--- config.mk ---
export PLATFORM = sky130hd
export DESIGN_NAME = ysyx_22050612_lsu_flat
export DESIGN_NICKNAME = d
export VERILOG_FILES = /design/src/rtl/ysyx_22050612_lsu_if.sv /design/src/rtl/ysyx_22050612_lsu.sv /design/src/flat_wrapper.sv
export SDC_FILE = /design/constraint.sdc
export NUM_CORES = 1
export LEC_CHECK = 0
export ABC_AREA = 0
export CAP_MARGIN = 15
export CORE_ASPECT_RATIO = 0.9
export CORE_MARGIN = 2
export CORE_UTILIZATION = 45
export CTS_BUF_LIST = sky130_fd_sc_hd__clkbuf_16
export DETAILED_ROUTE_END_ITERATION = 10
export GPL_TIMING_DRIVEN = 0
export PLACE_DENSITY = 0.79
export SETUP_SLACK_MARGIN = 0.15
export SLEW_MARGIN = 20
export SYNTH_ARGS = -nofsm -noshare
export SYNTH_HDL_FRONTEND = slang
export SYNTH_SLANG_ARGS = --single-unit
--- constraint.sdc ---
create_clock -name clk -period 3.7 [get_ports clk]
set_input_delay 0.74 -clock clk [delete_from_list [all_inputs] [get_ports clk]]
set_output_delay 0.74 -clock clk [all_outputs]
set_load 0.03 [all_outputs]
--- src/rtl/ysyx_22050612_lsu_if.sv ---
// Handshake/bus bundle for the load/store unit.
// Execute side: in_valid/in_ready plus op fields (wen, size, unsigned,
// addr, wdata, rd). Memory side: request (valid/ready, addr, wen, wdata,
// wmask) and one-cycle response (resp_valid, rdata). Writeback side:
// out_valid/out_ready plus result (rd, wen, data, misalign, timeout).
// slave is the LSU view; master is the surrounding pipeline/memory view.
interface ysyx_22050612_lsu_if;
    logic        in_valid;
    logic        in_ready;
    logic        in_wen;
    logic [1:0]  in_size;
    logic        in_unsigned;
    logic [63:0] in_addr;
    logic [63:0] in_wdata;
    logic [4:0]  in_rd;

    logic        mem_req_valid;
    logic        mem_req_ready;
    logic [63:0] mem_addr;
    logic        mem_wen;
    logic [63:0] mem_wdata;
    logic [7:0]  mem_wmask;
    logic        mem_resp_valid;
    logic [63:0] mem_rdata;

    logic        out_valid;
    logic        out_ready;
    logic [4:0]  out_rd;
    logic        out_wen;
    logic [63:0] out_data;
    logic        out_misalign;
    logic        out_timeout;

    modport slave (
        input  in_valid, in_wen, in_size, in_unsigned,
        input  in_addr, in_wdata, in_rd,
        input  mem_req_ready, mem_resp_valid, mem_rdata,
        input  out_ready,
        output in_ready,
        output mem_req_valid, mem_addr, mem_wen,
        output mem_wdata, mem_wmask,
        output out_valid, out_rd, out_wen, out_data,
        output out_misalign, out_timeout
    );

    modport master (
        output in_valid, in_wen, in_size, in_unsigned,
        output in_addr, in_wdata, in_rd,
        output mem_req_ready, mem_resp_valid, mem_rdata,
        output out_ready,
        input  in_ready,
        input  mem_req_valid, mem_addr, mem_wen,
        input  mem_wdata, mem_wmask,
        input  out_valid, out_rd, out_wen, out_data,
        input  out_misalign, out_timeout
    );
endinterface

--- src/rtl/ysyx_22050612_lsu.sv ---
// Load/store unit: one aligned 64-bit memory request per op, lane
// extraction and sign/zero extension of loads, misalign/timeout flags.
// Ports: clk, rst (sync, active-high), bus (ysyx_22050612_lsu_if.slave).
// TIMEOUT: number of WAIT cycles allowed for mem_resp_valid (>=1).
module ysyx_22050612_lsu #(
    parameter int TIMEOUT = 255
) (
    input  logic                   clk,
    input  logic                   rst,
    ysyx_22050612_lsu_if.slave     bus
);
    localparam logic [1:0] IDLE = 2'd0;
    localparam logic [1:0] REQ  = 2'd1;
    localparam logic [1:0] WAIT = 2'd2;
    localparam logic [1:0] DONE = 2'd3;

    localparam int CW = $clog2(TIMEOUT + 1);
    localparam logic [CW-1:0] TLAST = CW'(TIMEOUT - 1);

    logic [1:0]    state;
    logic [CW-1:0] cnt;
    logic [1:0]    size_q;
    logic          uns_q;
    logic [2:0]    off_q;
    logic          wen_q;

    logic [2:0]    amask;
    logic [7:0]    bmask;
    logic          misalign;
    logic [63:0]   raw;
    logic [63:0]   ld_val;

    assign bus.in_ready      = (state == IDLE);
    assign bus.mem_req_valid = (state == REQ);
    assign bus.out_valid     = (state == DONE);

    // Alignment mask and byte-lane pattern for the incoming size.
    always_comb begin
        amask = 3'b000;
        bmask = 8'h00;
        unique case (bus.in_size)
            2'd0: begin amask = 3'b000; bmask = 8'h01; end
            2'd1: begin amask = 3'b001; bmask = 8'h03; end
            2'd2: begin amask = 3'b011; bmask = 8'h0F; end
            2'd3: begin amask = 3'b111; bmask = 8'hFF; end
        endcase
    end

    assign misalign = |(bus.in_addr[2:0] & amask);

    // Bring the addressed lane down to bit 0, then truncate and extend.
    always_comb begin
        raw    = bus.mem_rdata >> {off_q, 3'b000};
        ld_val = raw;
        unique case (size_q)
            2'd0: ld_val = uns_q ? {56'd0, raw[7:0]}
                                 : {{56{raw[7]}}, raw[7:0]};
            2'd1: ld_val = uns_q ? {48'd0, raw[15:0]}
                                 : {{48{raw[15]}}, raw[15:0]};
            2'd2: ld_val = uns_q ? {32'd0, raw[31:0]}
                                 : {{32{raw[31]}}, raw[31:0]};
            2'd3: ld_val = raw;
        endcase
    end

    always_ff @(posedge clk) begin
        if (rst) begin
            state            <= IDLE;
            cnt              <= '0;
            size_q           <= 2'd0;
            uns_q            <= 1'b0;
            off_q            <= 3'd0;
            wen_q            <= 1'b0;
            bus.mem_addr     <= 64'd0;
            bus.mem_wen      <= 1'b0;
            bus.mem_wdata    <= 64'd0;
            bus.mem_wmask    <= 8'h00;
            bus.out_rd       <= 5'd0;
            bus.out_wen      <= 1'b0;
            bus.out_data     <= 64'd0;
            bus.out_misalign <= 1'b0;
            bus.out_timeout  <= 1'b0;
        end else begin
            unique case (state)
                IDLE: begin
                    if (bus.in_valid) begin
                        size_q           <= bus.in_size;
                        uns_q            <= bus.in_unsigned;
                        off_q            <= bus.in_addr[2:0];
                        wen_q            <= bus.in_wen;
                        bus.out_rd       <= bus.in_rd;
                        bus.out_wen      <= 1'b0;
                        bus.out_data     <= 64'd0;
                        bus.out_timeout  <= 1'b0;
                        bus.out_misalign <= misalign;
                        bus.mem_addr     <= {bus.in_addr[63:3], 3'b000};
                        bus.mem_wen      <= bus.in_wen;
                        bus.mem_wdata    <= bus.in_wdata
                                            << {bus.in_addr[2:0], 3'b000};
                        bus.mem_wmask    <= bus.in_wen
                                            ? bmask << bus.in_addr[2:0]
                                            : 8'h00;
                        state            <= misalign ? DONE : REQ;
                    end
                end
                REQ: begin
                    if (bus.mem_req_ready) begin
                        cnt   <= '0;
                        state <= WAIT;
                    end
                end
                WAIT: begin
                    cnt <= cnt + 1'b1;
                    // A response in the final counted cycle still wins.
                    if (bus.mem_resp_valid) begin
                        state <= DONE;
                        if (!wen_q && (bus.out_rd != 5'd0)) begin
                            bus.out_wen  <= 1'b1;
                            bus.out_data <= ld_val;
                        end
                    end else if (cnt == TLAST) begin
                        bus.out_timeout <= 1'b1;
                        state           <= DONE;
                    end
                end
                DONE: begin
                    if (bus.out_ready) begin
                        state <= IDLE;
                    end
                end
                default: state <= IDLE;
            endcase
        end
    end
endmodule
--- src/flat_wrapper.sv ---
// flat-port wrapper written by rule: the top's interface ports become plain ports
module ysyx_22050612_lsu_flat 
#(
    parameter int TIMEOUT = 255
)
  (clk, rst, bus_in_valid, bus_in_wen, bus_in_size, bus_in_unsigned, bus_in_addr, bus_in_wdata, bus_in_rd, bus_mem_req_ready, bus_mem_resp_valid, bus_mem_rdata, bus_out_ready, bus_in_ready, bus_mem_req_valid, bus_mem_addr, bus_mem_wen, bus_mem_wdata, bus_mem_wmask, bus_out_valid, bus_out_rd, bus_out_wen, bus_out_data, bus_out_misalign, bus_out_timeout);
  ysyx_22050612_lsu_if bus_i ();
  input  logic clk;
  input  logic rst;
  input wire logic [$bits(bus_i.in_valid)-1:0] bus_in_valid;
  input wire logic [$bits(bus_i.in_wen)-1:0] bus_in_wen;
  input wire logic [$bits(bus_i.in_size)-1:0] bus_in_size;
  input wire logic [$bits(bus_i.in_unsigned)-1:0] bus_in_unsigned;
  input wire logic [$bits(bus_i.in_addr)-1:0] bus_in_addr;
  input wire logic [$bits(bus_i.in_wdata)-1:0] bus_in_wdata;
  input wire logic [$bits(bus_i.in_rd)-1:0] bus_in_rd;
  input wire logic [$bits(bus_i.mem_req_ready)-1:0] bus_mem_req_ready;
  input wire logic [$bits(bus_i.mem_resp_valid)-1:0] bus_mem_resp_valid;
  input wire logic [$bits(bus_i.mem_rdata)-1:0] bus_mem_rdata;
  input wire logic [$bits(bus_i.out_ready)-1:0] bus_out_ready;
  output wire logic [$bits(bus_i.in_ready)-1:0] bus_in_ready;
  output wire logic [$bits(bus_i.mem_req_valid)-1:0] bus_mem_req_valid;
  output wire logic [$bits(bus_i.mem_addr)-1:0] bus_mem_addr;
  output wire logic [$bits(bus_i.mem_wen)-1:0] bus_mem_wen;
  output wire logic [$bits(bus_i.mem_wdata)-1:0] bus_mem_wdata;
  output wire logic [$bits(bus_i.mem_wmask)-1:0] bus_mem_wmask;
  output wire logic [$bits(bus_i.out_valid)-1:0] bus_out_valid;
  output wire logic [$bits(bus_i.out_rd)-1:0] bus_out_rd;
  output wire logic [$bits(bus_i.out_wen)-1:0] bus_out_wen;
  output wire logic [$bits(bus_i.out_data)-1:0] bus_out_data;
  output wire logic [$bits(bus_i.out_misalign)-1:0] bus_out_misalign;
  output wire logic [$bits(bus_i.out_timeout)-1:0] bus_out_timeout;
  assign bus_i.in_valid = bus_in_valid;
  assign bus_i.in_wen = bus_in_wen;
  assign bus_i.in_size = bus_in_size;
  assign bus_i.in_unsigned = bus_in_unsigned;
  assign bus_i.in_addr = bus_in_addr;
  assign bus_i.in_wdata = bus_in_wdata;
  assign bus_i.in_rd = bus_in_rd;
  assign bus_i.mem_req_ready = bus_mem_req_ready;
  assign bus_i.mem_resp_valid = bus_mem_resp_valid;
  assign bus_i.mem_rdata = bus_mem_rdata;
  assign bus_i.out_ready = bus_out_ready;
  assign bus_in_ready = bus_i.in_ready;
  assign bus_mem_req_valid = bus_i.mem_req_valid;
  assign bus_mem_addr = bus_i.mem_addr;
  assign bus_mem_wen = bus_i.mem_wen;
  assign bus_mem_wdata = bus_i.mem_wdata;
  assign bus_mem_wmask = bus_i.mem_wmask;
  assign bus_out_valid = bus_i.out_valid;
  assign bus_out_rd = bus_i.out_rd;
  assign bus_out_wen = bus_i.out_wen;
  assign bus_out_data = bus_i.out_data;
  assign bus_out_misalign = bus_i.out_misalign;
  assign bus_out_timeout = bus_i.out_timeout;
  ysyx_22050612_lsu #(.TIMEOUT(TIMEOUT)) u_core (.clk(clk), .rst(rst), .bus(bus_i));
endmodule
==> flow_metrics.tcl <==
set metrics [dict create \
    clk_latency_ns 0.53 \
    clkTransAtPathRegs_ns 0.07 \
    place_area_mm2 0.0160 \
    clockRootBuffer "clkbuf_16" \
    syn_area_per_cell_um2 8.63 \
    setup_tns_ns 0 \
    syn2layout_area_growth_pct 46.9 \
    cts_buffers 24 \
    start_kind "input pin" \
    rsz0062_at_grt "false" \
    synthCells 1319 \
    final_cell_mix "clkdlybuf4s50_1 (413), dfxtp_1 (222), nand2_1 (207)" \
    n_fill_cell 2064 \
    cts_sinks 222 \
    preCtsSetupSlack_ns 0.177 \
    drv_cap 0 \
    ff_latch_area_mm2 0.00444 \
    grt_pass1_vias 12054 \
    hold_ws_ns 0.454 \
    powerDensity_mw_per_mm2 566 \
    report.final.setup_viol 0 \
    cp-startpoint "bus_in_addr[0]" \
    multi_input_area_mm2 0.00637 \
    ys_ff_latch 222 \
    grt_use_total_pct 36.9 \
    dp_hpwl_mm 39.6 \
    skew_ns 0.0133 \
    portBuffers 413 \
    worst_r2r_startpoint "u_core.bus.out_rd[4]" \
    syn_area_mm2 0.0114 \
    relSlewSlack_pct 38.7 \
    die_h_um 155 \
    cpMostUsedCell "a211oi_1" \
    fin_crit_ns 3.11 \
    rows 55 \
    grt_pass1_wl_mm 74.5 \
    grt-ovfl-total 0 \
    ir_worst_vdd_v 0.000533 \
    via_per_inst 6.02 \
    leakagePower_uw 0.00599 \
    hp-class "register to register" \
    period_share_pct 83.9 \
    clock.fmax_ghz 0.322 \
    antenna_found_initial 2 \
    r2r_cells 8 \
    drtAntennaViolNets 0 \
    worst_pin_slew_ns 0.912 \
    slowest_delay_ns 0.58 \
    min_from "u_core.bus.mem_addr[5]" \
    dieArea_mm2 0.0266 \
    cts_setup_buffers 0 \
    vias 12767 \
    fp.coreArea_mm2 0.0250 \
    arrival_ns 3.56 \
    synth_warnings 0 \
    ctsHoldBuffers 0 \
    stdcell_area_mm2 0.0167 \
    gp_congestion 1.03 \
    critical_path_class "input pin to register" \
    drc_errors 1 \
    ys_async_sr_fraction_pct 0 \
    final_common_cell "clkdlybuf4s50_1" \
    path_delay_family "buffers and inverters" \
    die_w_um 172 \
    wl_per_cell_um 23.8 \
    failed_checks "design-rule violations" \
    worst_ep_required_time_ns 4.15 \
    crit_fanout 10 \
    synth_edf_count 0 \
    status "finished with violations" \
    cts-resized-gates 0 \
    path_cells "clkdlybuf4s50_1 > buf_1 > clkbuf_1 > a211oi_1 > a21oi_1 > mux2i_1 > a211oi_1" \
    grt_max_degree 14 \
    endpoint_kind "register" \
    initial_core_util_pct 45.6 \
    htree_levels 1 \
    r2r_end "u_core.bus.out_data[23]" \
    nets 1973 \
    setup_ws_ns 0.594 \
    min_path_cells 2 \
    synth_cell_types 54 \
    io_pins 419 \
    cp_slowest_cell "buf_1" \
    synthFlopType "dfxtp_1" \
    timing.reg2reg.setup_slack_ns 0.80 \
    first_pass_iters 9 \
    cts_buffer_depth 3 \
    ys_seq_area_share_pct 39.0 \
    hold_path_end "u_core.bus.mem_addr[5]" \
    hold_viol 0 \
    drt_iter0_drc 1475 \
    wl_mm 50.5 \
    critPathBufInv 3 \
    cts_tree "done" \
    drive_above_1_share_pct 7.49 \
    drv_slew 0 \
]
## through the flow
step | cells | total power (uW) | util (%)
2_1_floorplan | 1321 | 5380 | -
3_3_place_gp | 2076 | 6990 | 63.9
3_5_place_dp | 2076 | 7050 | 63.9
4_1_cts | 2118 | 9400 | 66.9
5_1_grt | 2120 | 9850 | 67.0
6_report | 2120 | 9460 | 67.0
## kinds of logic (layout without fill, tap and decap cells)
family / count (synthesis) / in the layout / synth area share (%)
xor+xnor: 7 / 7 / 0.538
mux: 137 / 137 / 16.1
compound gates: 371 / 371 / 22.2
fa+ha+maj: 6 / 6 / 0.659
flops: 222 / 222 / 39.0
simple gates: 434 / 434 / 16.4
buf+inv: 141 / 596 / 5.13
other cells: 1 / 5 / 0.0329
## synth_stat cells, types with 8 or more instances
cell | number | area [um^2]
mux4_2 | 33 | 743
o21a_1 | 8 | 60.1
nor2_1 | 108 | 405
a22oi_1 | 39 | 293
o211a_1 | 8 | 80.1
buf_1 | 17 | 63.8
nand3_1 | 41 | 205
a211oi_1 | 54 | 405
a22o_1 | 35 | 307
o21ai_0 | 20 | 100
dfxtp_1 | 222 | 4440
buf_2 | 17 | 85.1
o221ai_1 | 8 | 70.1
nor3_1 | 18 | 90.1
clkbuf_1 | 92 | 345
mux2_2 | 36 | 405
nand2_1 | 207 | 777
inv_1 | 8 | 30.0
o211ai_1 | 16 | 120
nor4_1 | 11 | 68.8
a21oi_1 | 131 | 656
o2bb2ai_1 | 27 | 236
mux2i_1 | 68 | 681
nor2b_1 | 22 | 138
## report_power, final
| part | leakage (uW) | switching [uW] | internal [uW] |
|---|---|---|---|
| Combinational | 0.00380 | 2630 | 1520 |
| Clock | 0.000381 | 1020 | 1360 |
| Sequential | 0.00181 | 203 | 2720 |
## sequential cells by signal (all words and copies together) (netlist names)
register and flops:
u_core.bus.out_misalign 1, u_core.off_q 3, u_core.uns_q 1, u_core.cnt 8, u_core.bus.mem_wmask 8, u_core.bus.mem_addr 61, u_core.bus.out_data 64, u_core.state 2
u_core.bus.out_timeout 1, u_core.size_q 2, u_core.bus.out_wen 1, u_core.wen_q 1, u_core.bus.mem_wdata 64, u_core.bus.out_rd 5
## how the worst max path moves through the flow
stage                                          end  slack [ns]  cells after the start
after floorplan            u_core.bus.out_data[33]        1.40                      7
after global placement    u_core.bus.mem_wdata[58]        0.21                      7
after detailed placement  u_core.bus.mem_wdata[58]        0.18                      7
after CTS                 u_core.bus.mem_wdata[58]        0.72                      7
after global routing      u_core.bus.mem_wdata[58]        0.39                      7
final                     u_core.bus.mem_wdata[58]        0.59                      7
## routing by layer
layer / share of wire [%] / up-vias / global-route usage (%) / wire [um]
met3: 11 / 142 / 8.52 / 5650
met1: 40 / 6091 / 49.8 / 20100
met5: 0 / - / 0 / 0
met4: 4.7 / 0 / 14.0 / 2350
li1: - / 5672 / - / -
met2: 44 / 862 / 57.5 / 22400
## tightest hold or removal path: stages, from the launching register on
cell     delay, ns
dfxtp_1       0.31
nand2_1       0.05
a21oi_1       0.05
## cell type report
type | count | area share, %
antenna | 2 | 0.0299
buffer | 133 | 3.31
clock buffer | 25 | 3.74
clock inverter | 17 | 0.815
inverter | 8 | 0.180
multi-input combinational | 958 | 38.1
sequential | 222 | 26.6
tap | 342 | 2.56
timing repair buffer | 413 | 24.7
(Power assumes the default switching activity.)
